[config.mk]
export PLATFORM = sky130hd
export DESIGN_NAME = mempool_dma_arbiter
export DESIGN_NICKNAME = d
export VERILOG_FILES = /design/src/rtl/mempool_dma_arbiter.sv
export SDC_FILE = /design/constraint.sdc
export NUM_CORES = 1
export LEC_CHECK = 0
export CAP_MARGIN = 20
export CORE_AREA = 2 2 195 197
export CTS_BUF_LIST = sky130_fd_sc_hd__clkbuf_8
export CTS_CLUSTER_DIAMETER = 150
export DETAILED_ROUTE_END_ITERATION = 12
export DIE_AREA = 0 0 197 199
export DONT_BUFFER_PORTS = 1
export MAX_ROUTING_LAYER = met4
export PLACE_DENSITY = 0.3
export SLEW_MARGIN = 20
export SYNTH_ARGS = -nofsm -noshare
export SYNTH_HDL_FRONTEND = slang
export SYNTH_SLANG_ARGS = --single-unit
[constraint.sdc]
create_clock -name clk_i -period 2.62 [get_ports clk_i]
set_input_delay 0.131 -clock clk_i [delete_from_list [all_inputs] [get_ports clk_i]]
set_output_delay 0.131 -clock clk_i [all_outputs]
set_load 0.005 [all_outputs]
[src/rtl/mempool_dma_arbiter.sv]
// Round-robin arbiter sharing the cluster DMA request channel among several frontends.
// Holds the grant until the DMA reports completion, then pulses a per-requester done.
module mempool_dma_arbiter #(
    parameter int unsigned NumRequesters = 4,
    parameter int unsigned AddrWidth     = 32,
    parameter int unsigned LenWidth      = 32,
    parameter int unsigned TimeoutCycles = 65535
) (
    input  logic                                 clk_i,
    input  logic                                 rst_i,
    input  logic [NumRequesters*AddrWidth-1:0]   req_src_i,
    input  logic [NumRequesters*AddrWidth-1:0]   req_dst_i,
    input  logic [NumRequesters*LenWidth-1:0]    req_num_bytes_i,
    input  logic [NumRequesters-1:0]             req_valid_i,
    output logic [NumRequesters-1:0]             req_ready_o,
    output logic [NumRequesters-1:0]             req_done_o,
    output logic [AddrWidth-1:0]                 dma_src_o,
    output logic [AddrWidth-1:0]                 dma_dst_o,
    output logic [LenWidth-1:0]                  dma_num_bytes_o,
    output logic                                 dma_valid_o,
    input  logic                                 dma_ready_i,
    input  logic                                 dma_trans_complete_i,
    output logic                                 busy_o,
    output logic [$clog2(NumRequesters)-1:0]     owner_o,
    output logic                                 error_o,
    input  logic                                 clear_error_i
);

    localparam int unsigned IdxWidth = $clog2(NumRequesters);
    localparam int unsigned CntWidth = (TimeoutCycles == 0) ? 1 : $clog2(TimeoutCycles + 1);

    typedef enum logic [1:0] {StIdle, StIssue, StWait, StDone} state_e;

    state_e                state_q;
    logic [IdxWidth-1:0]   rr_q, owner_q, winner;
    logic [CntWidth-1:0]   cnt_q;
    logic                  error_q;
    logic [AddrWidth-1:0]  src_q, dst_q, src_sel, dst_sel;
    logic [LenWidth-1:0]   len_q, len_sel;
    logic                  found;
    logic                  timeout_hit;
    logic [31:0]           idx;

    // First valid requester scanning upwards from the round-robin pointer.
    always_comb begin
        found  = 1'b0;
        winner = '0;
        idx    = '0;
        for (int unsigned k = 0; k < NumRequesters; k++) begin
            idx = (32'(rr_q) + k) % NumRequesters;
            if (!found && req_valid_i[idx[IdxWidth-1:0]]) begin
                found  = 1'b1;
                winner = idx[IdxWidth-1:0];
            end
        end
    end

    always_comb begin
        src_sel = '0;
        dst_sel = '0;
        len_sel = '0;
        for (int unsigned k = 0; k < NumRequesters; k++) begin
            if (IdxWidth'(k) == winner) begin
                src_sel = req_src_i[k*AddrWidth +: AddrWidth];
                dst_sel = req_dst_i[k*AddrWidth +: AddrWidth];
                len_sel = req_num_bytes_i[k*LenWidth +: LenWidth];
            end
        end
    end

    assign timeout_hit = (TimeoutCycles != 0) && (cnt_q == CntWidth'(TimeoutCycles));

    always_ff @(posedge clk_i) begin
        if (rst_i) begin
            state_q <= StIdle;
            rr_q    <= '0;
            owner_q <= '0;
            cnt_q   <= '0;
            error_q <= 1'b0;
            src_q   <= '0;
            dst_q   <= '0;
            len_q   <= '0;
        end else begin
            // Clear first so a same-cycle timeout below overrides it.
            if (clear_error_i) error_q <= 1'b0;
            unique case (state_q)
                StIdle: begin
                    if (found) begin
                        owner_q <= winner;
                        src_q   <= src_sel;
                        dst_q   <= dst_sel;
                        len_q   <= len_sel;
                        rr_q    <= (winner == IdxWidth'(NumRequesters - 1)) ? '0 : winner + 1'b1;
                        state_q <= (len_sel == '0) ? StDone : StIssue;
                    end
                end
                StIssue: begin
                    if (dma_ready_i) begin
                        cnt_q   <= '0;
                        state_q <= StWait;
                    end
                end
                StWait: begin
                    if (cnt_q != {CntWidth{1'b1}}) cnt_q <= cnt_q + 1'b1;
                    if (dma_trans_complete_i) begin
                        state_q <= StDone;
                    end else if (timeout_hit) begin
                        error_q <= 1'b1;
                        state_q <= StDone;
                    end
                end
                StDone:  state_q <= StIdle;
                default: state_q <= StIdle;
            endcase
        end
    end

    always_comb begin
        req_ready_o = '0;
        req_done_o  = '0;
        if (state_q == StIdle && found && !rst_i) req_ready_o[winner] = 1'b1;
        if (state_q == StDone) req_done_o[owner_q] = 1'b1;
    end

    assign dma_valid_o     = (state_q == StIssue);
    assign busy_o          = (state_q != StIdle);
    assign dma_src_o       = src_q;
    assign dma_dst_o       = dst_q;
    assign dma_num_bytes_o = len_q;
    assign owner_o         = owner_q;
    assign error_o         = error_q;

endmodule

* Word-level counts from Yosys, hierarchy flattened
Cells that the tools add are included.
** Word-level totals
- Flip-flop bits (word level) :: 119
- Input bits :: 393
- Memories kept :: 0
- ROM bits :: 0
- RAM bits :: 0
- Output and inout bits :: 109
- Word-level logic and storage cells :: 101
- Bits in latches :: 0
** Cells by class
- Magnitude comparators :: 8
- Bitwise operators :: 0
- Add/subtract/negate cells :: 5
- Reduce and logical (&&, ||, !) cells :: 19
- Shift-type cells :: 0
- $mul :: 0
- Muxes and demuxes :: 48
- Eq/ne operators :: 13
- Divide/modulo/power cells :: 0
** Operator list (count)
- $mux 32 :: 12
- $logic_not 32->1 :: 1
- $mux 16 :: 2
- $pmux 16 s2 :: 1
- $mux 2 :: 10
- $lt 2x3->1 const B :: 6
- $add 16x1->16 const B :: 1
- $eq 16x16->1 const B :: 1
- $ne 16x16->1 const B :: 1
- $mux 1 :: 14
- $bmux 1 s2 :: 4
- $mux 4 :: 2
- $pmux 2 s4 :: 1
- $logic_and 1x1->1 :: 7
- $eq 2x2->1 const B :: 3
- $reduce_and 3->1 :: 2
- $add 2x1->2 const B :: 2
- $add 2x2->2 const B :: 2
- $demux 1 s2 :: 2
- $eq 2x2->1 const A :: 2
- $ge 2x1->1 const B :: 2
- $logic_not 1->1 :: 4
- $logic_not 2->1 :: 2
- $ne 2x2->1 const B :: 2
- 6 further kinds :: 7

* Depth between registers and ports, before layout
Gate-level depths: netlist (run 1).
- Depth after elaboration :: 21
- Depth in mapped cells :: 16

* Least setup slack after synthesis (run 1)
No wires, ideal clock.
- Kind :: reg-to-reg
- Start :: register rr_q[0]
- End :: register state_q[1]
- Period minus slack after synthesis :: 2.477 ns
- Slack :: 0.143 ns
- Stages on the path, launching flop included :: 16
- Required time :: 2.533 ns
- Data arrival time :: 2.390 ns
- Setup time :: 0.087 ns
- Cells stage by stage :: dfxtp_1 > nor2b_1 > a21oi_1 > nor2_1 > a221oi_1 > nand2_1 > inv_1 > ha_1 > buf_4 > inv_2 > buf_4 > o22ai_1 > o22ai_1 > nor4_1 > nand4b_1 > o31ai_1
** On the way
- Word-level cells in the longest chain between the ends :: 21
** Ends and longest elaborated chain
- from (decl) :: RTL line 35 : logic [IdxWidth-1:0] rr_q, owner_q, winner;
- from (signal assigned) :: RTL line 93 : rr_q <= (winner == IdxWidth'(NumRequesters - 1)) ? '0 : winner + 1'b1;
- parallel branches: the longest is 11 deep, another holds $add 2x1->2
- $mux 2 * :: RTL line 51 : if (!found && req_valid_i[idx[IdxWidth-1:0]]) begin
- via winner[0] :: RTL line 35
- $logic_not 2->1 :: RTL line 63 : if (IdxWidth'(k) == winner) begin
- $mux 32 (3 in a row) :: RTL line 63
- $mux 32 * :: RTL line 63
- $logic_not 32->1 * :: RTL line 94 : state_q <= (len_sel == '0) ? StDone : StIssue;
- $mux 2 * :: RTL line 94
- $mux 2 * :: RTL line 88 : if (found) begin
- $pmux 2 s4 * :: RTL line 86 : unique case (state_q)
- to (signal assigned) :: RTL line 94
- to (signal assigned) :: RTL line 100 : state_q <= StWait;
- to (signal assigned) :: RTL line 106 : state_q <= StDone;
- to (decl) :: RTL line 34 : state_e state_q;
Mark *: on every way through the listed nets, which the timed path passes. The select of a mux whose other input is x is not followed.
A chain may end at the register's enable or synchronous reset.

* Worst setup path in the final report (run 1)
- Start :: register rr_q[0]
- End :: register state_q[1]
** On the way
- Word-level cells in the longest chain between the ends :: 21
** Ends and longest elaborated chain
- parallel branches: the longest is 21 deep, another holds $add 2x1->2
Parallel ways; which one is timed is not known. The select of a mux whose other input is x is not followed.

==> flow_summary.json, run 1 <==
{
  "critPathLaunchType": "flip-flop",
  "outcome": "finished, violations left",
  "chipWidth_um": 197,
  "crit_family": "simple AND/OR/NAND/NOR gates",
  "drive_gt1_share_pct": 14.4,
  "reg2reg_from": "rr_q[0]",
  "finalCritPeriodShare_pct": 104,
  "avgSynthCellArea_um2": 6.84,
  "clk_path_buf_depth": 2,
  "required_ns": 3.01,
  "syn-num-nets": 1514,
  "routed_wl_um": 38000,
  "syn_inst": 1111,
  "htree_levels": 4,
  "cp_num_buf_inv": 5,
  "slew_headroom_pct": 60.2,
  "setup_viol": 1,
  "ys_warn_count": 0,
  "crit_slowest_cell": "dfxtp_4",
  "num_rows": 71,
  "worstPathArrival_ns": 3.12,
  "place_inst": 1549,
  "gr-max-usage-layer": "met2",
  "clk_pin_slew_ns": 0.08,
  "crit_path_frequent_cell": "buf_12",
  "finClkSkew_ns": 0.0104,
  "grt_usage_pct": 17.6,
  "hp-start": "req_src_i[90]",
  "min_period_ns": 2.73,
  "use_met3_pct": 4.97,
  "finalNonFillerCells": 1740,
  "fin_ws_ns": -0.113,
  "grt_max_degree": 105,
  "numCtsBuffers": 17,
  "p_per_area_nw_per_um2": 1100,
  "crit_type": "reg2reg",
  "layout_common_cells": "nand2_1, a21oi_1, dlygate4sd3_1",
  "crit_start": "rr_q[0]",
  "cp.depth": 16,
  "core_um2": 37100,
  "max_freq_mhz": 366,
  "hp-class": "in2reg",
  "rsz0062_at_grt": "yes",
  "grtUsageMet1_pct": 20.1,
  "hold_viol_final": 0,
  "slew_viol_final": 0,
  "ios": 502,
  "path_cells": "nor2b_4 > a21oi_2 > nor2_1 > a221oi_2 > nand2_1 > buf_6 > ha_4 > nor2_4 > buf_12 > buf_12 > buf_12 > a31oi_2 > nor4_2 > buf_4 > nand4_1 > o31ai_1",
  "cp_slowest_stage_delay_ns": 0.37,
  "crit_path_end_kind": "flip-flop",
  "dieArea_um2": 39200,
  "synth_area_leaders": "dfxtp_1, nand2_1, a21oi_1, nand3b_1, o211ai_1",
  "clockRootBuffer": "clkbuf_8",
  "start_util_pct": 20.5,
  "grt_pass1_wl_um": 50300,
  "wl_per_cell_um": 21.9,
  "p_leak_nw": 3.96,
  "worst_r2r_endpoint": "state_q[1]",
  "ant_nets": 0,
  "cts_sinks": 119,
  "failed_checks": "setup timing",
  "met2_usage_pct": 29.1,
  "drc": 0,
  "antenna_found_initial": 3,
  "tightest_slew_ns": 0.596,
  "grt_pass1_vias": 8306,
  "dr.pass1.iters": 8,
  "yosys.area.top_type": "dfxtp_1",
  "layout.nets": 1653,
  "ys_ff_latch": 119,
  "cts_tree": "done",
  "synth_area_um2": 7600,
  "io_buffers": 0,
  "overflow": 0,
  "reg2reg_slack_ns": -0.11,
  "vdd_drop_max_mv": 0.516,
  "synthToLayoutAreaGrowth_pct": 46.6,
  "synthDistinctLibCells": 46,
  "drv_cap": 0,
  "synth_ff_type": "dfxtp_1",
  "first_iter_violations": 310,
  "globalplace.congestion": 0.800,
  "synth_top_cell_area_share_pct": 31.3,
  "ys_async_sr_fraction_pct": 0,
  "clock_latency_ns": 0.47,
  "crit_fanout": 5,
  "vias": 8692,
  "die_h_um": 199,
  "dp_hpwl_um": 25900,
  "viasPerCell": 5.00,
  "seq_area_frac_synth_pct": 31.3,
  "power.total_mw": 12.2,
  "r2r_cells": 16,
  "synth_edf_count": 0,
  "endpoint": "state_q[1]",
  "layout_commonest_cell": "nand2_1"
}
-- cells in the mapped netlist (5+ instances only) --
library cell and count:
nand2_1 232, a21oi_1 168, dfxtp_1 119, nor2_1 88, nand3b_1 83, clkbuf_1 66, o21ai_0 65, o211ai_1 62
o22ai_1 34, a31oi_1 20, buf_2 19, buf_1 17, inv_1 13, xor2_1 11, ha_1 10, nand4_1 9
o211a_1 9, nand3_1 8, nor4_1 8, or3_1 8, a211oi_1 7, nor3_1 6, and3_1 5, nor2b_1 5
-- what timing repair did --
action	4_1_cts	5_1_grt
setup endpoints to repair	26	56
pin swaps	13	33
endpoints found under the hold margin	104	1
gates resized for setup	35	42
gates cloned	4	12
hold buffers	127	1
buffers inserted	7	7
-- logic make-up after synthesis --
kind of cell             count (synthesis)  share of synthesized area, %
flip-flops                             119                          31.3
AND/OR/NAND/NOR                        468                          29.5
adder cells (fa/ha/maj)                 10                          1.65
XOR/XNOR                                15                          1.73
AO/OA/AOI/OAI                          379                          29.3
buffers and inverters                  120                          6.43
-- how the worst min path moves through the flow --
stage | end | cells after the start
6_report | dma_src_o[26] | 4
5_1_grt | dma_num_bytes_o[28] | 3
4_1_cts | dma_num_bytes_o[22] | 4
3_5_place_dp | dma_num_bytes_o[1] | 1
3_3_place_gp | dma_num_bytes_o[21] | 1
2_1_floorplan | error_o | 2
-- tightest hold or removal path, stage by stage --
cell and delay (ns):
a21oi_2 0.04, o211ai_1 0.16, o21ai_1 0.07, nor2_1 0.07
-- area by class of cell --
cell class / count / area, µm²
clock buffers: 20 / 275
diodes: 3 / 7.51
repair buffers: 226 / 2660
inverters: 14 / 55.1
flip-flops and latches: 119 / 2390
well taps: 474 / 593
fillers: 4102 / 26000
multi-input cells: 872 / 5030
clock inverters: 12 / 128
-- routing by layer --
metal,wire [µm],share of wire [%]
met2,18700,49
met1,15400,41
met4,1250,3.3
met5,0,0
met3,2670,7.0
-- sequential cells by signal, summed over array words and instances, names as in the netlist --
register / flops
state_q: 2
owner_o: 2
dma_num_bytes_o: 32
dma_dst_o: 32
rr_q: 2
error_o: 1
dma_src_o: 32
cnt_q: 16
-- power by group --
group / switching (mW) / internal, mW / total (mW) / leakage (nW)
logic: 3.92 / 3.56 / 7.48 / 2.78
clock network: 0.845 / 0.914 / 1.76 / 0.202
registers: 0.591 / 2.40 / 2.99 / 0.982
-- metrics by stage --
step | worst slack, ns | hold WS (ns) | cell area, µm² | util [%] | TNS (ns)
CTS | -0.0984 | 0.000295 | 10700 | 28.8 | -0.0984
floorplan | 0.143 | 0.313 | 7600 | - | 0
global placement | -0.258 | 0.215 | 8590 | 23.1 | -1.01
finish | -0.113 | 0.0256 | 11100 | 30.0 | -0.113
global route | -0.294 | 0.0203 | 11100 | 30.0 | -0.528
detailed placement | -0.292 | 0.216 | 8590 | 23.1 | -1.10
Power figures use the tool's default switching activity.
==> run 2: changes to the inputs <==
--- a/config.mk
+++ b/config.mk
@@ -5,15 +5,16 @@
 export SDC_FILE = /design/constraint.sdc
 export NUM_CORES = 1
 export LEC_CHECK = 0
+export ABC_AREA = 1
 export CAP_MARGIN = 20
-export CORE_AREA = 2 2 195 197
+export CORE_AREA = 2 2 197 199
 export CTS_BUF_LIST = sky130_fd_sc_hd__clkbuf_8
 export CTS_CLUSTER_DIAMETER = 150
 export DETAILED_ROUTE_END_ITERATION = 12
-export DIE_AREA = 0 0 197 199
+export DIE_AREA = 0 0 199 201
 export DONT_BUFFER_PORTS = 1
 export MAX_ROUTING_LAYER = met4
-export PLACE_DENSITY = 0.3
+export PLACE_DENSITY = 0.32
 export SLEW_MARGIN = 20
 export SYNTH_ARGS = -nofsm -noshare
 export SYNTH_HDL_FRONTEND = slang
==> flow_summary.json, run 2 <==
{
  "synthToLayoutAreaGrowth_pct": 52.1,
  "clockRootBuffer": "clkbuf_8",
  "overflow": 0,
  "place_ws_ns": -0.396,
  "layout_common_cells": "nand2_1, nor2_1, dlygate4sd3_1",
  "grt_pass1_vias": 9827,
  "hold_viol_final": 0,
  "fin_ws_ns": -0.231,
  "dieArea_um2": 40000,
  "drive_gt1_share_pct": 23.3,
  "first_iter_violations": 539,
  "numCtsBuffers": 17,
  "synth_top_cell_area_share_pct": 29.0,
  "num_rows": 72,
  "globalplace.congestion": 0.889,
  "max_freq_mhz": 351,
  "cp_slowest_stage_delay_ns": 0.36,
  "setup_viol": 70,
  "antenna_found_initial": 1,
  "grt_usage_pct": 20.9,
  "cts_sinks": 119,
  "crit_fanout": 7,
  "setup-tns-final_ns": -9.19,
  "io_buffers": 0,
  "reg2reg_slack_ns": -0.23,
  "failed_checks": "setup timing",
  "yosys-top-cells-count": "nand2_1, nor2_1, dfxtp_1, o21ai_0, a21oi_1",
  "r2r_cells": 23,
  "crit_slowest_cell": "dfxtp_4",
  "finClkSkew_ns": 0.0182,
  "required_ns": 3.03,
  "ys_async_sr_fraction_pct": 0,
  "crit_type": "reg2reg",
  "cts_tree": "done",
  "crit_start": "rr_q[0]",
  "synthDistinctLibCells": 33,
  "dr.pass1.iters": 4,
  "syn-num-nets": 1814,
  "viasPerCell": 4.72,
  "critPathLaunchType": "flip-flop",
  "htree_levels": 4,
  "slew_viol_final": 0,
  "synth_area_um2": 8230,
  "crit_path_end_kind": "flip-flop",
  "ys_ff_latch": 119,
  "grt_max_degree": 101,
  "hp-class": "in2reg",
  "maxUsedRoutingLayer": "met4",
  "endpoint": "dma_dst_o[3]",
  "grt_pass1_wl_um": 60400,
  "yosys.area.top_type": "dfxtp_1",
  "tightest_slew_ns": 0.682,
  "synth_area_leaders": "dfxtp_1, nand2_1, nor2_1, o21ai_0, a22oi_1",
  "slew_headroom_pct": 54.4,
  "seq_area_frac_synth_pct": 29.0,
  "synth_ff_type": "dfxtp_1",
  "layout_commonest_cell": "nand2_1",
  "finish.utilization_pct": 32.8,
  "ant_nets": 0,
  "synth_edf_count": 0,
  "vias": 9997,
  "path_cells": "buf_4 > nand2_2 > o21ai_4 > nand2_2 > nand2_2 > nor2_4 > nand2_2 > nor2_4 > nand2_2 > o21ai_4 > ha_2 > inv_2 > nor2_4 > buf_6 > buf_12 > buf_8 > buf_12 > a22oi_2 > o21ai_1 > nand2_1 > nand2_2 > o21ai_2 > nor2_1",
  "reg2reg_from": "rr_q[0]",
  "core_um2": 38100,
  "ios": 502,
  "finalCritPeriodShare_pct": 109,
  "m1WireLength_um": 17800,
  "dp_hpwl_um": 29300,
  "rsz0062_at_grt": "yes",
  "clk_path_buf_depth": 2,
  "die_h_um": 201,
  "fillers": 4247,
  "crit_path_frequent_cell": "nand2_2",
  "routed_wl_um": 42800,
  "met3_length_um": 2400,
  "wl_per_cell_um": 20.2,
  "drv_cap": 0,
  "synth_most_common_cell": "nand2_1",
  "worst_r2r_endpoint": "dma_dst_o[3]",
  "start_util_pct": 21.6,
  "outcome": "finished, violations left",
  "avgSynthCellArea_um2": 5.83,
  "hold-worst-slack_ns": 0.0162,
  "ys_warn_count": 0,
  "clk_pin_slew_ns": 0.07,
  "layout.nets": 1990,
  "chipWidth_um": 199,
  "wl_met2_um": 21500,
  "min_period_ns": 2.85,
  "clock_latency_ns": 0.48,
  "worstPathArrival_ns": 3.26,
  "syn_inst": 1411,
  "drc": 0
}
==> run 2: critical path, delay by kind of cell (launching register included) <==
kind            cells  cell delay, ns
compound gates      5            0.38
buf+inv             6            0.69
simple gates       11            1.11
flops               1            0.36
fa+ha+maj           1            0.23
==> run 2: cells by family after synthesis <==
logic type / share of synthesized area (%)
flops: 29.0
xor+xnor: 0.943
fa+ha+maj: 1.52
compound gates: 21.8
buf+inv: 7.44
simple gates: 39.3
==> run 2: routing by layer <==
| layer | track usage, % | up-vias |
|---|---|---|
| li1 | - | 4956 |
| met1 | 24.4 | 4681 |
| met2 | 35.6 | 308 |
| met3 | 4.67 | 52 |
| met4 | 6.50 | 0 |
| met5 | - | - |
==> run 2: how the worst min path moves through the flow <==
| stage | from | endpoint | slack, ns | depth (start not counted) |
|---|---|---|---|---|
| after floorplan | rst_i | cnt_q[13] | 0.20 | 1 |
| after global placement | rst_i | cnt_q[13] | 0.20 | 1 |
| after detailed placement | rst_i | state_q[0] | 0.21 | 1 |
| after CTS | req_dst_i[65] | dma_dst_o[1] | 0.002 | 6 |
| after global routing | req_num_bytes_i[71] | dma_num_bytes_o[7] | 0.006 | 5 |
| final | req_num_bytes_i[71] | dma_num_bytes_o[7] | 0.02 | 5 |
==> run 2: through the flow <==
stage	instances	instance area (µm²)
2_1_floorplan	1411	8290
3_3_place_gp	1911	9300
3_5_place_dp	1911	9300
4_1_cts	2104	11900
5_1_grt	2117	12500
6_report	2117	12500
==> run 2: timing repair <==
item                                    CTS  global route
gates resized for setup                 182           126
pin swaps                                64            82
gates cloned                              6             6
setup buffers                            24            13
hold buffers                            136             1
endpoints found under the setup margin   94           101
hold endpoints to repair                109             1
==> run 2: area by class of cell <==
| class | count | area (µm²) | area share [%] |
|---|---|---|---|
| multi-input combinational | 1152 | 6070 | 48.5 |
| timing repair buffer | 259 | 2840 | 22.7 |
| sequential | 119 | 2390 | 19.1 |
| tap | 518 | 648 | 5.18 |
| clock buffer | 19 | 262 | 2.09 |
| inverter | 37 | 176 | 1.41 |
| clock inverter | 11 | 111 | 0.890 |
| timing repair inverter | 1 | 11.3 | 0.0900 |
| antenna | 1 | 2.50 | 0.0200 |
Power of run 2 is not shown: default switching activity piles up to over one toggle a cycle in this logic, so the estimate is an artifact.
